**config.mk**
```make
export PLATFORM = sky130hd
export DESIGN_NAME = contador_param_flat
export DESIGN_NICKNAME = d
export VERILOG_FILES = /design/src/rtl/contador_param_pkg.sv /design/src/rtl/contador_param_if.sv /design/src/rtl/contador_param.sv /design/src/flat_wrapper.sv
export SDC_FILE = /design/constraint.sdc
export NUM_CORES = 1
export LEC_CHECK = 0
export ABC_CLOCK_PERIOD_IN_PS = 6300
export CAP_MARGIN = 30
export CORE_MARGIN = 10
export CORE_UTILIZATION = 38
export DETAILED_ROUTE_END_ITERATION = 7
export PLACE_DENSITY_LB_ADDON = 0.1
export SLEW_MARGIN = 20
export SYNTH_ARGS = -nofsm -noshare
export SYNTH_HDL_FRONTEND = slang
export SYNTH_SLANG_ARGS = --single-unit
```
**constraint.sdc**
```tcl
create_clock -name clk -period 6.3 [get_ports clk]
set_input_delay 0.63 -clock clk [delete_from_list [all_inputs] [get_ports clk]]
set_output_delay 0.63 -clock clk [all_outputs]
set_load 0.02 [all_outputs]
```
**src/rtl/contador_param_pkg.sv**
```systemverilog
// contador_pkg: shared mode encodings and MODO width for contador_param.
//   COUNT_UP        - increment, wrap to 0 past LIMIT
//   COUNT_DOWN      - decrement, wrap to LIMIT below 0
//   COUNT_STEP_DOWN - decrement by STEP, wrap modulo LIMIT+1
//   CHARGE          - parallel load of D
package contador_pkg;
    localparam int MODO_W = 2;
    localparam logic [MODO_W-1:0] COUNT_UP        = 2'b00;
    localparam logic [MODO_W-1:0] COUNT_DOWN      = 2'b01;
    localparam logic [MODO_W-1:0] COUNT_STEP_DOWN = 2'b10;
    localparam logic [MODO_W-1:0] CHARGE          = 2'b11;
endpackage

```
**src/rtl/contador_param_if.sv**
```systemverilog
// contador_param_if: control and status bundle of contador_param.
//   master drives ENABLE, MODO, D, LIMIT and observes Q, RCO, LOAD, WRAPS;
//   slave (the counter) is the mirror image.
interface contador_param_if #(
    parameter int WIDTH  = 32,
    parameter int WRAP_W = 8
);
    import contador_pkg::*;
    logic              ENABLE;
    logic [MODO_W-1:0] MODO;
    logic [WIDTH-1:0]  D;
    logic [WIDTH-1:0]  LIMIT;
    logic [WIDTH-1:0]  Q;
    logic              RCO;
    logic              LOAD;
    logic [WRAP_W-1:0] WRAPS;
    modport master (output ENABLE, MODO, D, LIMIT, input Q, RCO, LOAD, WRAPS);
    modport slave  (input ENABLE, MODO, D, LIMIT, output Q, RCO, LOAD, WRAPS);
endinterface

```
**src/rtl/contador_param.sv**
```systemverilog
// contador_param: WIDTH-bit modulus counter (up / down / down-by-STEP / load)
// with single-cycle RCO and LOAD flags and a saturating wrap counter.
//   clk   - rising-edge clock
//   RESET - synchronous active-high reset
//   bus   - slave side of contador_param_if (ENABLE, MODO, D, LIMIT in;
//           Q, RCO, LOAD, WRAPS out, all registered)
module contador_param
    import contador_pkg::*;
#(
    parameter int WIDTH  = 32,
    parameter int STEP   = 3,
    parameter int WRAP_W = 8
) (
    input logic             clk,
    input logic             RESET,
    contador_param_if.slave bus
);
    localparam logic [WIDTH:0]   STEP_X = (WIDTH+1)'(STEP);
    localparam logic [WIDTH-1:0] STEP_N = WIDTH'(STEP);
    logic [WIDTH-1:0]  r_q;
    logic              r_rco;
    logic              r_load;
    logic [WRAP_W-1:0] r_wraps;
    logic [WIDTH-1:0]  w_q_next;
    logic              w_wrap;
    logic              w_load;
    logic [WIDTH:0]    w_sum;
    // Q+LIMIT+1 kept one bit wider so LIMIT = all-ones wraps exactly.
    assign w_sum = {1'b0, r_q} + {1'b0, bus.LIMIT} + (WIDTH+1)'(1);
    always_comb begin
        w_q_next = r_q;
        w_wrap   = 1'b0;
        w_load   = 1'b0;
        if (bus.ENABLE) begin
            case (bus.MODO)
                COUNT_UP: begin
                    w_wrap   = r_q >= bus.LIMIT;
                    w_q_next = w_wrap ? '0 : r_q + WIDTH'(1);
                end
                COUNT_DOWN: begin
                    w_wrap   = r_q == '0;
                    w_q_next = w_wrap ? bus.LIMIT : r_q - WIDTH'(1);
                end
                COUNT_STEP_DOWN: begin
                    w_wrap   = {1'b0, r_q} < STEP_X;
                    // A wrap that would still land below zero parks at LIMIT.
                    w_q_next = !w_wrap ? r_q - STEP_N :
                               (w_sum < STEP_X) ? bus.LIMIT : WIDTH'(w_sum - STEP_X);
                end
                CHARGE: begin
                    w_load   = 1'b1;
                    w_q_next = bus.D;
                end
            endcase
        end
    end
    always_ff @(posedge clk) begin
        if (RESET) begin
            r_q     <= '0;
            r_rco   <= 1'b0;
            r_load  <= 1'b0;
            r_wraps <= '0;
        end else begin
            r_q     <= w_q_next;
            r_rco   <= w_wrap;
            r_load  <= w_load;
            r_wraps <= w_load ? '0 : (w_wrap && !(&r_wraps)) ? r_wraps + WRAP_W'(1) : r_wraps;
        end
    end
    assign bus.Q     = r_q;
    assign bus.RCO   = r_rco;
    assign bus.LOAD  = r_load;
    assign bus.WRAPS = r_wraps;
endmodule

```
**src/flat_wrapper.sv**
```systemverilog
// flat-port wrapper written by rule: the top's interface ports become plain ports
module contador_param_flat import contador_pkg::*;
#(
    parameter int WIDTH  = 32,
    parameter int STEP   = 3,
    parameter int WRAP_W = 8
)
  (clk, RESET, bus_ENABLE, bus_MODO, bus_D, bus_LIMIT, bus_Q, bus_RCO, bus_LOAD, bus_WRAPS);
  contador_param_if #(.WIDTH(WIDTH), .WRAP_W(WRAP_W)) bus_i ();
  input logic clk;
  input logic RESET;
  input wire logic [$bits(bus_i.ENABLE)-1:0] bus_ENABLE;
  input wire logic [$bits(bus_i.MODO)-1:0] bus_MODO;
  input wire logic [$bits(bus_i.D)-1:0] bus_D;
  input wire logic [$bits(bus_i.LIMIT)-1:0] bus_LIMIT;
  output wire logic [$bits(bus_i.Q)-1:0] bus_Q;
  output wire logic [$bits(bus_i.RCO)-1:0] bus_RCO;
  output wire logic [$bits(bus_i.LOAD)-1:0] bus_LOAD;
  output wire logic [$bits(bus_i.WRAPS)-1:0] bus_WRAPS;
  assign bus_i.ENABLE = bus_ENABLE;
  assign bus_i.MODO = bus_MODO;
  assign bus_i.D = bus_D;
  assign bus_i.LIMIT = bus_LIMIT;
  assign bus_Q = bus_i.Q;
  assign bus_RCO = bus_i.RCO;
  assign bus_LOAD = bus_i.LOAD;
  assign bus_WRAPS = bus_i.WRAPS;
  contador_param #(.WIDTH(WIDTH), .STEP(STEP), .WRAP_W(WRAP_W)) u_core (.clk(clk), .RESET(RESET), .bus(bus_i));
endmodule
```
* Word-level counts from Yosys, hierarchy flattened
Cells that the tools add are included.
Widths: inputs -> output; s select.
** Cells by class
- Equal/unequal tests :: 3
- Multiplexer cells :: 9
- $lt $le $gt $ge :: 3
- Add/sub/neg operators :: 7
- Reduce and logical (&&, ||, !) cells :: 6
** Operators with widths (number)
- $mux 32 :: 4
- $pmux 32 s4 :: 1
- $sub 32x2->32 const B :: 2
- $add 32x32->33 :: 1
- $add 33x1->33 const B :: 1
- $lt 33x2->1 const B :: 1
- $add 32x1->32 const B :: 1
- $ge 32x32->1 :: 1
- $logic_not 32->1 :: 1
- $lt 32x2->1 const B :: 1
- $sub 32x1->32 const B :: 1
- $add 8x1->8 const B :: 1
- $reduce_and 8->1 :: 1
- $eq 2x2->1 const B :: 2
- $mux 1 :: 3
- $pmux 1 s3 :: 1
- $eq 2x1->1 const B :: 1
- $logic_not 2->1 :: 1
- $reduce_or 2->1 :: 1
- $logic_and 1x1->1 :: 1
- $logic_not 1->1 :: 1
** Storage, ports and cells
- Output and inout bits :: 42
- Bits in registers :: 42
- Word-level logic and storage cells :: 32
- Input port bits :: 69

* Longest topological paths before layout
Gate-level depths: netlist of the first run.
- Depth after elaboration :: 6
- Gate-level depth with buffers :: 19
- Mapped depth without buffers :: 16

* Worst setup path before layout of the first run
Ideal clock, no wire load.
- Path kind :: reg-to-reg
- From :: register u_core.r_q[0], in the netlist u_core.bus.Q[0]
- To :: register u_core.r_q[26], in the netlist u_core.bus.Q[26]
- Data arrival time :: 4.384 ns
- Path buffers :: 2
- Stages on the path, launching flop included :: 18
- Library setup time :: 0.129 ns
- Data required time :: 6.171 ns
- Path slack :: 1.787 ns
- Period minus slack after synthesis :: 4.513 ns
- Path through :: dfxtp_1 -> clkbuf_1 -> inv_1 -> ha_1 -> inv_1 -> fa_1 -> nor2b_1 -> o311ai_1 -> a211oi_1 -> o31ai_1 -> xnor2_1 -> nand4_1 -> nor4_4 -> nand3_2 -> buf_6 -> mux2_4 -> o2111ai_2 -> o211ai_1
** On the way
- Cells in the longest elaborated chain, start to end :: 6
- Elaborated cells between the ends (all ways) :: 15
- Classes of those cells :: 6 x add/sub; 3 x order compare; 5 x mux; 1 x reduce/logical
** Ends and longest elaborated chain
- from (decl) :: line contador_param.sv:20 : logic [WIDTH-1:0] r_q;
- from (signal assigned) :: line contador_param.sv:64 : r_q <= w_q_next;
- $add 32x32->33 :: line contador_param.sv:29 : assign w_sum = {1'b0, r_q} + {1'b0, bus.LIMIT} + (WIDTH+1)'(1);
- $add 33x1->33 :: line contador_param.sv:29
- $sub 32x2->32 or $lt 33x2->1 (tied branches) :: line contador_param.sv:48 : (w_sum < STEP_X) ? bus.LIMIT : WIDTH'(w_sum - STEP_X);
- $mux 32 :: line contador_param.sv:48
- $mux 32 :: line contador_param.sv:47 : w_q_next = !w_wrap ? r_q - STEP_N :
- $pmux 32 s4 * :: line contador_param.sv:35 : case (bus.MODO)
Mark *: on every way between the ends. The rest lies on a longest branch, timed or not.
A chain may end at the register's enable or synchronous reset.

* Final worst setup path of the first run
- From :: input bus_LIMIT[0]
- To :: register u_core.r_q[8], in the netlist u_core.bus.Q[8]
** On the way
- Cells in the longest elaborated chain, start to end :: 6
- Elaborated cells between the ends (all ways) :: 9
- Classes of those cells :: 3 x add/sub; 2 x order compare; 4 x mux
** Ends and longest elaborated chain
- from (decl) :: line flat_wrapper.sv:15 : input wire logic [$bits(bus_i.LIMIT)-1:0] bus_LIMIT;
- $add 32x32->33 :: line contador_param.sv:29
- $add 33x1->33 :: line contador_param.sv:29
- $sub 32x2->32 or $lt 33x2->1 (tied branches) :: line contador_param.sv:48
- $mux 32 :: line contador_param.sv:48
- $mux 32 :: line contador_param.sv:47
- $pmux 32 s4 * :: line contador_param.sv:35
Marked as above.

==> flow_metrics.env, run 1 <==
export IMPL_synth_cell_types=99
export IMPL_drc_errors=0
export IMPL_clock_latency_ns=0.30
export IMPL_tightest_slew_ns=1.042
export IMPL_maxSlewViolCount=0
export IMPL_grt_ovfl_total=0
export IMPL_vias=10510
export IMPL_multi_input_area_um2=7305
export IMPL_dr_pass1_iters=5
export IMPL_path_cells="clkdlybuf4s50_1 > inv_1 > ha_1 > inv_1 > fa_1 > nor2b_1 > o311ai_1 > a211oi_1 > o31ai_1 > xnor2_1 > nand4_1 > nor4_1 > nand3_1 > o311ai_0 > a31oi_1 > o21ai_0"
export IMPL_drv_cap=0
export IMPL_seqCellArea_um2=840.8
export IMPL_viasPerCell=6.326
export IMPL_cp_num_buf_inv=3
export IMPL_status="finished clean"
export IMPL_synth_edf_count=0
export IMPL_clk_pin_slew_ns=0.06
export IMPL_worst_setup_path_end_kind="register"
export IMPL_die_x_um=172.0
export IMPL_syn_avg_cell_area_um2=6.688
export IMPL_async_flop_share_pct=0
export IMPL_synth_top_flop_cell="dfxtp_1"
export IMPL_grt_max_degree=52
export IMPL_grtUsageTotal_pct=25.94
export IMPL_core_area_um2=22710
export IMPL_postCtsHoldBufs=0
export IMPL_drt_wl_total_um=39760
export IMPL_fmax_mhz=179.1
export IMPL_hold_path_class="register to register"
export IMPL_rows=55
export IMPL_cp_required_ns=6.53
export IMPL_cts_buffers=5
export IMPL_p_leak_nw=3.926
export IMPL_fin_setup_tns_ns=0
export IMPL_syn_to_final_growth_pct=17.38
export IMPL_min_period_ns=5.584
export IMPL_path_delay_family="compound AO/OA/AOI/OAI gates"
export IMPL_synth_top_area_share_pct=9.689
export IMPL_slowest_delay_ns=0.67
export IMPL_port_buffers=110
export IMPL_synth_seq_cells=42
export IMPL_drtIter0Drc=1253
export IMPL_synth_top_cell_by_area="ha_1"
export IMPL_vdd_drop_max_uv=140.0
export IMPL_post_cts_setup_buffers=0
export IMPL_dieHeight_um=172.0
export IMPL_rsz0062_at_grt="no"
export IMPL_fill_cells=2374
export IMPL_antenna_found_initial=0
export IMPL_synth_seq_area_share_pct=9.575
export IMPL_postSynthCellCount=1313
export IMPL_wl_per_cell_um=23.94
export IMPL_htree_levels=2
export IMPL_hold_violations=0
export IMPL_netlist_area_um2=8781
export IMPL_cts_resized=0
export IMPL_period_share_pct=88.63
export IMPL_clock_path_buffers=2
export IMPL_hpwlAfterDp_um=30360
export IMPL_ant_nets=0
export IMPL_yosys_top_cells_area="ha_1, dfxtp_1, a21oi_1"
export IMPL_start_util_pct=38.67
export IMPL_grt_pass1_vias=9707
export IMPL_yosysWarnings=0
export IMPL_slew_headroom_pct=30.07
export IMPL_io_pins=111
export IMPL_cts_sinks=42
export IMPL_crit_fanout=5
export IMPL_ctsRootBufferMaster="clkbuf_16"
export IMPL_critPathKind="primary input to register"
export IMPL_crit_top_cell="inv_1"
export IMPL_grt_pass1_wl_um=59810
export IMPL_antenna_cells=0
export IMPL_cts_tree="built"
export IMPL_drive_gt1_share_pct=6.613
export IMPL_cp_slowest_cell="o311ai_0"
export IMPL_gp_congestion=0.9546
export IMPL_final_setup_skew_ns=0.005132
export IMPL_cp_arrival_ns=5.81
export IMPL_dieArea_um2=29590
export IMPL_setup_worst_path_start_class="primary input"
export IMPL_synth_nets=1451
export IMPL_p_per_area_nw_per_um2=178.7
export IMPL_finalSetupViolCount=0
export IMPL_fin_nets=1514
export IMPL_power_mw=1.841
placed cells by master, fill, tap and decap left out, drive strengths merged, types with 42 or more instances in the layout:
cell type and instances:
a21oi 112, dfxtp 42, nand3 51, ha 68, nor3 46, clkdlybuf4s50 109, o21ai 100, nand2 117
xnor2 62, nor2 137, inv 70
registers in the layout, indices dropped and copies added (netlist names):
signal / cells
u_core.bus.Q: 32
u_core.bus.WRAPS: 8
u_core.bus.LOAD: 1
u_core.bus.RCO: 1
metal layers:
metal / share of wire (%) / vias to the layer above / global-route usage [%]
met3: 10 / 74 / 5.449
met4: 2.8 / 0 / 7.684
met5: 0 / - / 0
met1: 43 / 4914 / 36.00
met2: 44 / 585 / 39.19
li1: - / 4935 / -
power by group:
group / internal, mW / switching, mW / leakage (nW)
sequential: 0.285 / 0.0655 / 0.343
clock: 0.196 / 0.124 / 0.0829
combinational: 0.449 / 0.722 / 3.50
worst min-delay path, delay by kind of cell (launching register included):
| family | cells | cell delay, ns |
|---|---|---|
| xor+xnor | 1 | 0.08 |
| flops | 1 | 0.37 |
| simple gates | 1 | 0.07 |
synthesized netlist by cell type, types with 5 or more instances:
cell	n
a211o_1	7
a211oi_1	20
a21o_1	15
a21oi_1	112
a221oi_1	8
a22oi_1	16
a311oi_1	8
a31oi_1	12
and2_1	8
and3_1	7
and4_1	8
buf_1	6
buf_2	12
clkbuf_1	70
dfxtp_1	42
ha_1	68
inv_1	70
mux2i_1	16
nand2_1	116
nand2b_1	10
nand3_1	49
nand3b_1	5
nand4_1	18
nor2_1	137
nor2b_1	17
nor3_1	42
nor3b_1	6
nor4_1	27
o211ai_1	18
o21a_1	6
o21ai_0	90
o21ai_1	9
o21bai_1	9
o31ai_1	16
o41ai_1	7
or2_2	7
or3_1	21
or4_1	6
xnor2_1	61
xor2_1	27
area by class of cell:
class | instances | share of cell area, %
Inverter | 70 | 2.549
Sequential cell | 42 | 8.157
Multi-Input combinational cell | 1110 | 70.87
Clock inverter | 1 | 0.2913
Timing Repair Buffer | 147 | 13.33
Clock buffer | 6 | 1.347
Tap cell | 285 | 3.460
final timing paths:
kind                              end  slack, ns                start  depth (start not counted)
setup / recovery      u_core.bus.Q[8]       0.72         bus_LIMIT[0]                         16
hold / removal    u_core.bus.WRAPS[5]       0.56  u_core.bus.WRAPS[5]                          2
setup reg to reg      u_core.bus.Q[8]       0.87      u_core.bus.Q[0]                         16
hold reg to reg   u_core.bus.WRAPS[5]       0.56  u_core.bus.WRAPS[5]                          2
kinds of logic after synthesis:
logic type,count (synthesis),synth area share (%)
buffers and inverters,161,7.310
AO/OA/AOI/OAI,419,31.59
flip-flops,42,9.575
multiplexers,20,2.422
XOR/XNOR,90,9.276
adder cells (fa/ha/maj),69,9.917
AND/OR/NAND/NOR,512,29.91
metrics by stage:
step,instances,hold WS [ns],setup slack [ns],utilization (%),instance area [um^2]
3_3_place_gp,1654,0.5379,0.6208,44.64,10140
5_1_grt,1661,0.5976,0.1677,45.39,10310
6_report,1661,0.5565,0.7164,45.39,10310
3_5_place_dp,1654,0.5400,0.5190,44.64,10140
4_1_cts,1661,0.5606,0.8028,45.39,10310
2_1_floorplan,1313,0.6096,1.787,-,8781
Power figures use the tool's default switching activity.
==> inputs of run 2 (changes only) <==
--- a/config.mk
+++ b/config.mk
@@ -11,7 +11,6 @@
 export CORE_UTILIZATION = 38
 export DETAILED_ROUTE_END_ITERATION = 7
 export PLACE_DENSITY_LB_ADDON = 0.1
-export SLEW_MARGIN = 20
 export SYNTH_ARGS = -nofsm -noshare
 export SYNTH_HDL_FRONTEND = slang
 export SYNTH_SLANG_ARGS = --single-unit
==> results of run 2 <==
Same layout as run 1: the final DEF is identical, and so are final timing and power.
